$ cat config.mk
export PLATFORM = sky130hd
export DESIGN_NAME = fetch_queue
export DESIGN_NICKNAME = d
export VERILOG_FILES = /design/src/rtl/fetch_queue_pkg.sv /design/src/rtl/fetch_fifo.sv /design/src/rtl/fetch_queue.sv
export SDC_FILE = /design/constraint.sdc
export NUM_CORES = 1
export LEC_CHECK = 0
export BUFFER_PORTS_ARGS = -buffer_cell sky130_fd_sc_hd__buf_2
export CAP_MARGIN = 20
export CORE_UTILIZATION = 45
export DETAILED_ROUTE_END_ITERATION = 8
export GPL_ROUTABILITY_DRIVEN = 0
export GPL_TIMING_DRIVEN = 0
export SKIP_CTS_REPAIR_TIMING = 1
export SYNTH_ARGS = -nofsm -noshare
export SYNTH_HDL_FRONTEND = slang
export SYNTH_HIERARCHICAL = 1
export SYNTH_SLANG_ARGS = --single-unit
$ cat constraint.sdc
create_clock -name clk_i -period 4.95 [get_ports clk_i]
set_input_delay 0.99 -clock clk_i [delete_from_list [all_inputs] [get_ports clk_i]]
set_output_delay 0.99 -clock clk_i [all_outputs]
set_load 0.05 [all_outputs]
$ cat src/rtl/fetch_queue_pkg.sv
// rtl/fetch_queue_pkg.sv - shared FSM encoding and constants for the fetch queue
package fetch_queue_pkg;

    typedef enum logic [1:0] {
        ST_IDLE = 2'd0,
        ST_REQ  = 2'd1,
        ST_DROP = 2'd2
    } fq_state_e;

    localparam logic [31:0] NOP_INST = 32'h0000_0013;

endpackage

$ cat src/rtl/fetch_fifo.sv
// rtl/fetch_fifo.sv - DEPTH-entry circular buffer with clear; occupancy tracked by count
module fetch_fifo #(
    parameter int W     = 64,
    parameter int DEPTH = 4
) (
    input  logic                     clk_i,
    input  logic                     rst_i,
    input  logic                     clear_i,
    input  logic                     push_i,
    input  logic [W-1:0]             data_i,
    input  logic                     pop_i,
    output logic [W-1:0]             data_o,
    output logic [$clog2(DEPTH):0]   count_o
);
    localparam int AW = $clog2(DEPTH);
    localparam int CW = AW + 1;

    logic [W-1:0]  mem_q [DEPTH];
    logic [AW-1:0] rd_ptr_q, rd_ptr_d;
    logic [AW-1:0] wr_ptr_q, wr_ptr_d;
    logic [CW-1:0] count_q, count_d;
    logic          do_push, do_pop;

    // Full/empty come from the count so pointer equality is never ambiguous.
    assign do_push = push_i && (count_q != CW'(DEPTH));
    assign do_pop  = pop_i && (count_q != '0);

    always_comb begin
        rd_ptr_d = rd_ptr_q;
        wr_ptr_d = wr_ptr_q;
        count_d  = count_q;
        if (clear_i) begin
            rd_ptr_d = '0;
            wr_ptr_d = '0;
            count_d  = '0;
        end else begin
            if (do_push) wr_ptr_d = wr_ptr_q + 1'b1;
            if (do_pop)  rd_ptr_d = rd_ptr_q + 1'b1;
            count_d = count_q + CW'(do_push) - CW'(do_pop);
        end
    end

    always_ff @(posedge clk_i or negedge rst_i) begin
        if (!rst_i) begin
            for (int i = 0; i < DEPTH; i++) mem_q[i] <= '0;
            rd_ptr_q <= '0;
            wr_ptr_q <= '0;
            count_q  <= '0;
        end else begin
            if (do_push && !clear_i) mem_q[wr_ptr_q] <= data_i;
            rd_ptr_q <= rd_ptr_d;
            wr_ptr_q <= wr_ptr_d;
            count_q  <= count_d;
        end
    end

    assign data_o  = mem_q[rd_ptr_q];
    assign count_o = count_q;

endmodule

$ cat src/rtl/fetch_queue.sv
// rtl/fetch_queue.sv - instruction fetch FSM with one outstanding request feeding a small queue
module fetch_queue
    import fetch_queue_pkg::*;
#(
    parameter int               XLEN     = 32,
    parameter int               DEPTH    = 4,
    parameter logic [XLEN-1:0]  RESET_PC = '0
) (
    input  logic                     clk_i,
    input  logic                     rst_i,
    input  logic                     start_i,
    output logic                     imem_req_o,
    output logic [XLEN-1:0]          imem_addr_o,
    input  logic                     imem_ack_i,
    input  logic [XLEN-1:0]          imem_inst_i,
    input  logic                     redirect_i,
    input  logic [XLEN-1:0]          redirect_pc_i,
    input  logic                     stall_i,
    output logic                     valid_o,
    output logic [XLEN-1:0]          inst_o,
    output logic [XLEN-1:0]          pc_o,
    output logic [$clog2(DEPTH):0]   count_o
);
    localparam int CW = $clog2(DEPTH) + 1;

    fq_state_e       state_q, state_d;
    logic [XLEN-1:0] addr_q, addr_d;
    logic [XLEN-1:0] addr_inc;
    logic [CW-1:0]   count, count_nxt;
    logic [2*XLEN-1:0] head;
    logic            push, pop, space;
    logic            unused_pc_bits;

    assign unused_pc_bits = ^redirect_pc_i[1:0];
    assign addr_inc       = addr_q + XLEN'(4);

    assign push = (state_q == ST_REQ) && imem_ack_i && !redirect_i;
    assign pop  = (count != '0) && !stall_i && !redirect_i;

    // Space check looks at next-cycle occupancy so the request in flight always has a slot.
    assign count_nxt = redirect_i ? '0 : (count + CW'(push) - CW'(pop));
    assign space     = count_nxt < CW'(DEPTH);

    always_comb begin
        state_d = state_q;
        addr_d  = addr_q;
        if (redirect_i) addr_d = {redirect_pc_i[XLEN-1:2], 2'b00};
        case (state_q)
            ST_IDLE: begin
                if (start_i && space) state_d = ST_REQ;
            end
            ST_REQ: begin
                if (imem_ack_i) begin
                    if (!redirect_i) addr_d = addr_inc;
                    state_d = (start_i && space) ? ST_REQ : ST_IDLE;
                end else if (redirect_i) begin
                    state_d = ST_DROP;
                end
            end
            ST_DROP: begin
                // The ack here belongs to the stale address and is thrown away.
                if (imem_ack_i) state_d = (start_i && space) ? ST_REQ : ST_IDLE;
            end
            default: state_d = ST_IDLE;
        endcase
    end

    always_ff @(posedge clk_i or negedge rst_i) begin
        if (!rst_i) begin
            state_q <= ST_IDLE;
            addr_q  <= {RESET_PC[XLEN-1:2], 2'b00};
        end else begin
            state_q <= state_d;
            addr_q  <= addr_d;
        end
    end

    fetch_fifo #(
        .W     (2 * XLEN),
        .DEPTH (DEPTH)
    ) u_fifo (
        .clk_i   (clk_i),
        .rst_i   (rst_i),
        .clear_i (redirect_i),
        .push_i  (push),
        .data_i  ({addr_inc, imem_inst_i}),
        .pop_i   (pop),
        .data_o  (head),
        .count_o (count)
    );

    assign imem_req_o  = (state_q == ST_REQ);
    assign imem_addr_o = addr_q;
    assign valid_o     = (count != '0);
    assign pc_o        = head[2*XLEN-1:XLEN];
    assign inst_o      = head[XLEN-1:0];
    assign count_o     = count;

endmodule

==> flow_summary_export.csv <==
group,metric,value,unit
global_route,grt_max_degree,116,
pwr,power_leakage,8.09,nW
drt,via_count,8816,
logic_synthesis,yosysMostFrequentCell,"dfrtp_1",
drt,drc_errors,0,
timing,skew,14.2,ps
layout,finalNonFillerCells,1649,
logic_synthesis,seq_area_frac_synth,0.487,
cts,cts_max_level,2,
flow_run,drv_cap,0,
cts,tritoncts,"done",
drt,detail_route.first_pass.iterations,6,
logic_synthesis,async_reset_ff_frac,1.00,
timing,period_share,0.756,
setup_path,crit_arrival,2750,ps
logic_synthesis,yosys.area.top_type,"dfrtp_1",
layout,antenna_cells,0,
pwr,vdd_drop_max,0.353,mV
setup_path,cp_cell_sequence,"clkbuf_1 -> clkbuf_1 -> mux4_2 -> buf_2",
logic_synthesis,netlist-cell-type-count,56,
logic_synthesis,synth_edf_count,0,
layout,multiInputGateArea,7010,um^2
place,hpwlAfterDp,22700,um
timing,hold_viol,0,
cts,cts-root-buf,"clkbuf_16",
logic_synthesis,syn-cell-area,15300,um^2
setup_path,path_buf_inv,3,
logic_synthesis,yosys-top-cells-area,"dfrtp_1 (49%), mux2_4 (24%), mux4_2 (9.4%)",
layout,regArea,7430,um^2
timing,slew_headroom,0.282,
drt,drt_iter0_drc,482,
layout,n_fill_cell,2774,
floorplanning,pin_count,171,
logic_synthesis,syn-num-nets,1052,
drt,wl_per_cell,20.6,um
floorplanning,rows,67,
cts,clkTransAtPathRegs,50,ps
place,port_buffers,167,
global_route,antenna_found_initial,0,
setup_path,critPathLaunchType,"flop",
logic_synthesis,synth-seq-cells,297,
setup_path,cp.required,3960,ps
floorplanning,core,33400,um^2
setup_path,end_kind,"primary output",
timing,setup_viol,0,
setup_path,r2r_slack,1910,ps
setup_path,cp_top_family,"buffers and inverters",
timing,min_period,3740,ps
worst_hold_path,hold_class,"in2async",
cts,cts_buffers,36,
setup_path,cp_max_fo,10,
cts,cts.sinks,297,
timing,max_freq,0.267,GHz
drt,routed_wirelength,34000,um
global_route,grt_pass1_wl,53300,um
status,outcome,"finished, final reports clean",
global_route,grt_usage,0.199,
place,dp.cells,1589,
global_route,grt_pass1_vias,9145,
timing,worst_hold_slack,468,ps
logic_synthesis,synthCells,972,
logic_synthesis,synth_common_cells,"dfrtp_1 (297), mux2_4 (240), mux4_2 (64), nor2_1 (41), nand2_1 (29)",
logic_synthesis,synth.avg_cell_area,15.7,um^2
cts,clk_path_buf_depth,3,
floorplanning,start_util,0.457,
logic_synthesis,ys_warn_count,6,
floorplanning,die_w,186,um
drt,vias_per_cell,5.35,
pwr,totalPowerFinal,8.27,mW
global_route,grt_overflow,0,
logic_synthesis,ys.flop_type,"dfrtp_1",
layout,areaGrowthSynthToFinish,16.8,%
floorplanning,dieArea,34700,um^2
setup_path,cpMostUsedCell,"clkbuf_1",
layout,drive_gt1_frac,0.480,
setup_path,slowest_delay,700,ps
cts,insertion_delay,500,ps
logic_synthesis,synth_top_area_share,0.487,
timing,rsz0062_at_grt,"false",
floorplanning,fp.dieH,186,um
setup_path,critPathSlowestCell,"clkbuf_1",
timing,slew_viol_final,0,
drt,ant_nets,0,
setup_path,worstSetupPathType,"reg2out",
timing,worst_slew_pin_slew,1070,ps
layout,final_nets,1260,
pwr,power.density,464,nW/um^2
-- registers in the layout, summed over array words and instances, names as in the netlist --
name / cells
state_q: 2
u_fifo/rd_ptr_q: 2
u_fifo/mem_q: 256
u_fifo/count_o: 3
imem_addr_o: 32
u_fifo/wr_ptr_q: 2
-- cell type report --
cell class,instances,area share
Buffer,65,0.0429
Clock inverter,4,0.00112
Sequential cell,297,0.417
Timing Repair Buffer,170,0.0514
Multi-Input combinational cell,593,0.393
Tap cell,448,0.0314
Inverter,17,0.00358
Clock buffer,55,0.0596
-- cell usage in the layout (no fill, tap or decap), types with 3 or more instances in the layout --
cell type,instances
and3_4,4
o31ai_1,12
inv_1,16
a31oi_1,16
xnor2_1,26
buf_4,3
xor2_1,16
dfrtp_1,297
mux4_2,64
ha_1,9
nor2b_1,4
clkbuf_1,27
or3_1,6
and2_1,3
nor2_1,41
and4_1,4
clkbuf_16,37
nand3_1,15
nand2_1,29
clkinv_2,4
buf_1,5
buf_8,3
o21ai_0,17
mux2_1,16
a21oi_1,4
nor3_1,9
mux2_4,240
buf_6,3
buf_2,173
buf_12,28
nor4_1,4
or4_1,15
clkbuf_8,7
nand4_1,14
-- per-stage QoR --
stage	setup WS (ps)	utilization	cell area (um^2)	setup TNS [ps]
4_1_cts	1160	0.533	17800	0
3_5_place_dp	1030	0.500	16700	0
6_report	1210	0.533	17800	0
2_1_floorplan	1730	-	15300	0
3_3_place_gp	-2850	0.498	16700	-838080
5_1_grt	1100	0.533	17800	0
-- power breakdown --
part	total, mW	internal (mW)	switching [mW]
Combinational	2.69	1.07	1.62
Sequential	3.13	2.86	0.275
Clock	2.45	1.47	0.979
Total	8.27	5.40	2.87
-- layer usage --
metal	global-route usage	vias to the layer above	wire (um)
li1	-	3994	-
met1	0.295	4558	16300
met2	0.300	219	15300
met3	0.0407	45	1850
met4	0.0443	0	576
met5	0	-	0
-- worst paths after layout --
kind | cells after the start | start | end
worst max register to register | 11 | u_fifo/count_o[1]$_DFF_PN0_ | u_fifo/count_o[2]$_DFF_PN0_
max in group asynchronous | 2 | rst_i | u_fifo/mem_q[59]$_DFFE_PN0P_
worst min-delay path | 1 | rst_i | u_fifo/mem_q[205]$_DFFE_PN0P_
min in group clk_i | 1 | u_fifo/mem_q[65]$_DFFE_PN0P_ | u_fifo/mem_q[65]$_DFFE_PN0P_
worst max-delay path | 4 | u_fifo/rd_ptr_q[1]$_DFFE_PN0P_ | pc_o[7]
worst min register to register | 1 | u_fifo/mem_q[65]$_DFFE_PN0P_ | u_fifo/mem_q[65]$_DFFE_PN0P_
-- worst reg2reg max path, stage by stage (launching register included) --
cell and delay (ps):
dfrtp_1 580, or3_1 190, nor3b_1 530, o31a_1 300
ha_1 240, inv_1 50, ha_1 140, inv_1 50
fa_1 400, xor2_1 160, and2_1 180, nor3_1 130
-- kinds of logic (layout without fill, tap and decap cells) --
group	count (synthesis)	in the layout	synth area share
adder cells (fa/ha/maj)	10	10	0.00868
AND/OR/NAND/NOR	162	162	0.0588
buffers and inverters	82	311	0.0543
XOR/XNOR	42	42	0.0241
flip-flops	297	297	0.487
AO/OA/AOI/OAI	57	57	0.0239
multiplexers	322	322	0.344
Power figures use the tool's default switching activity.
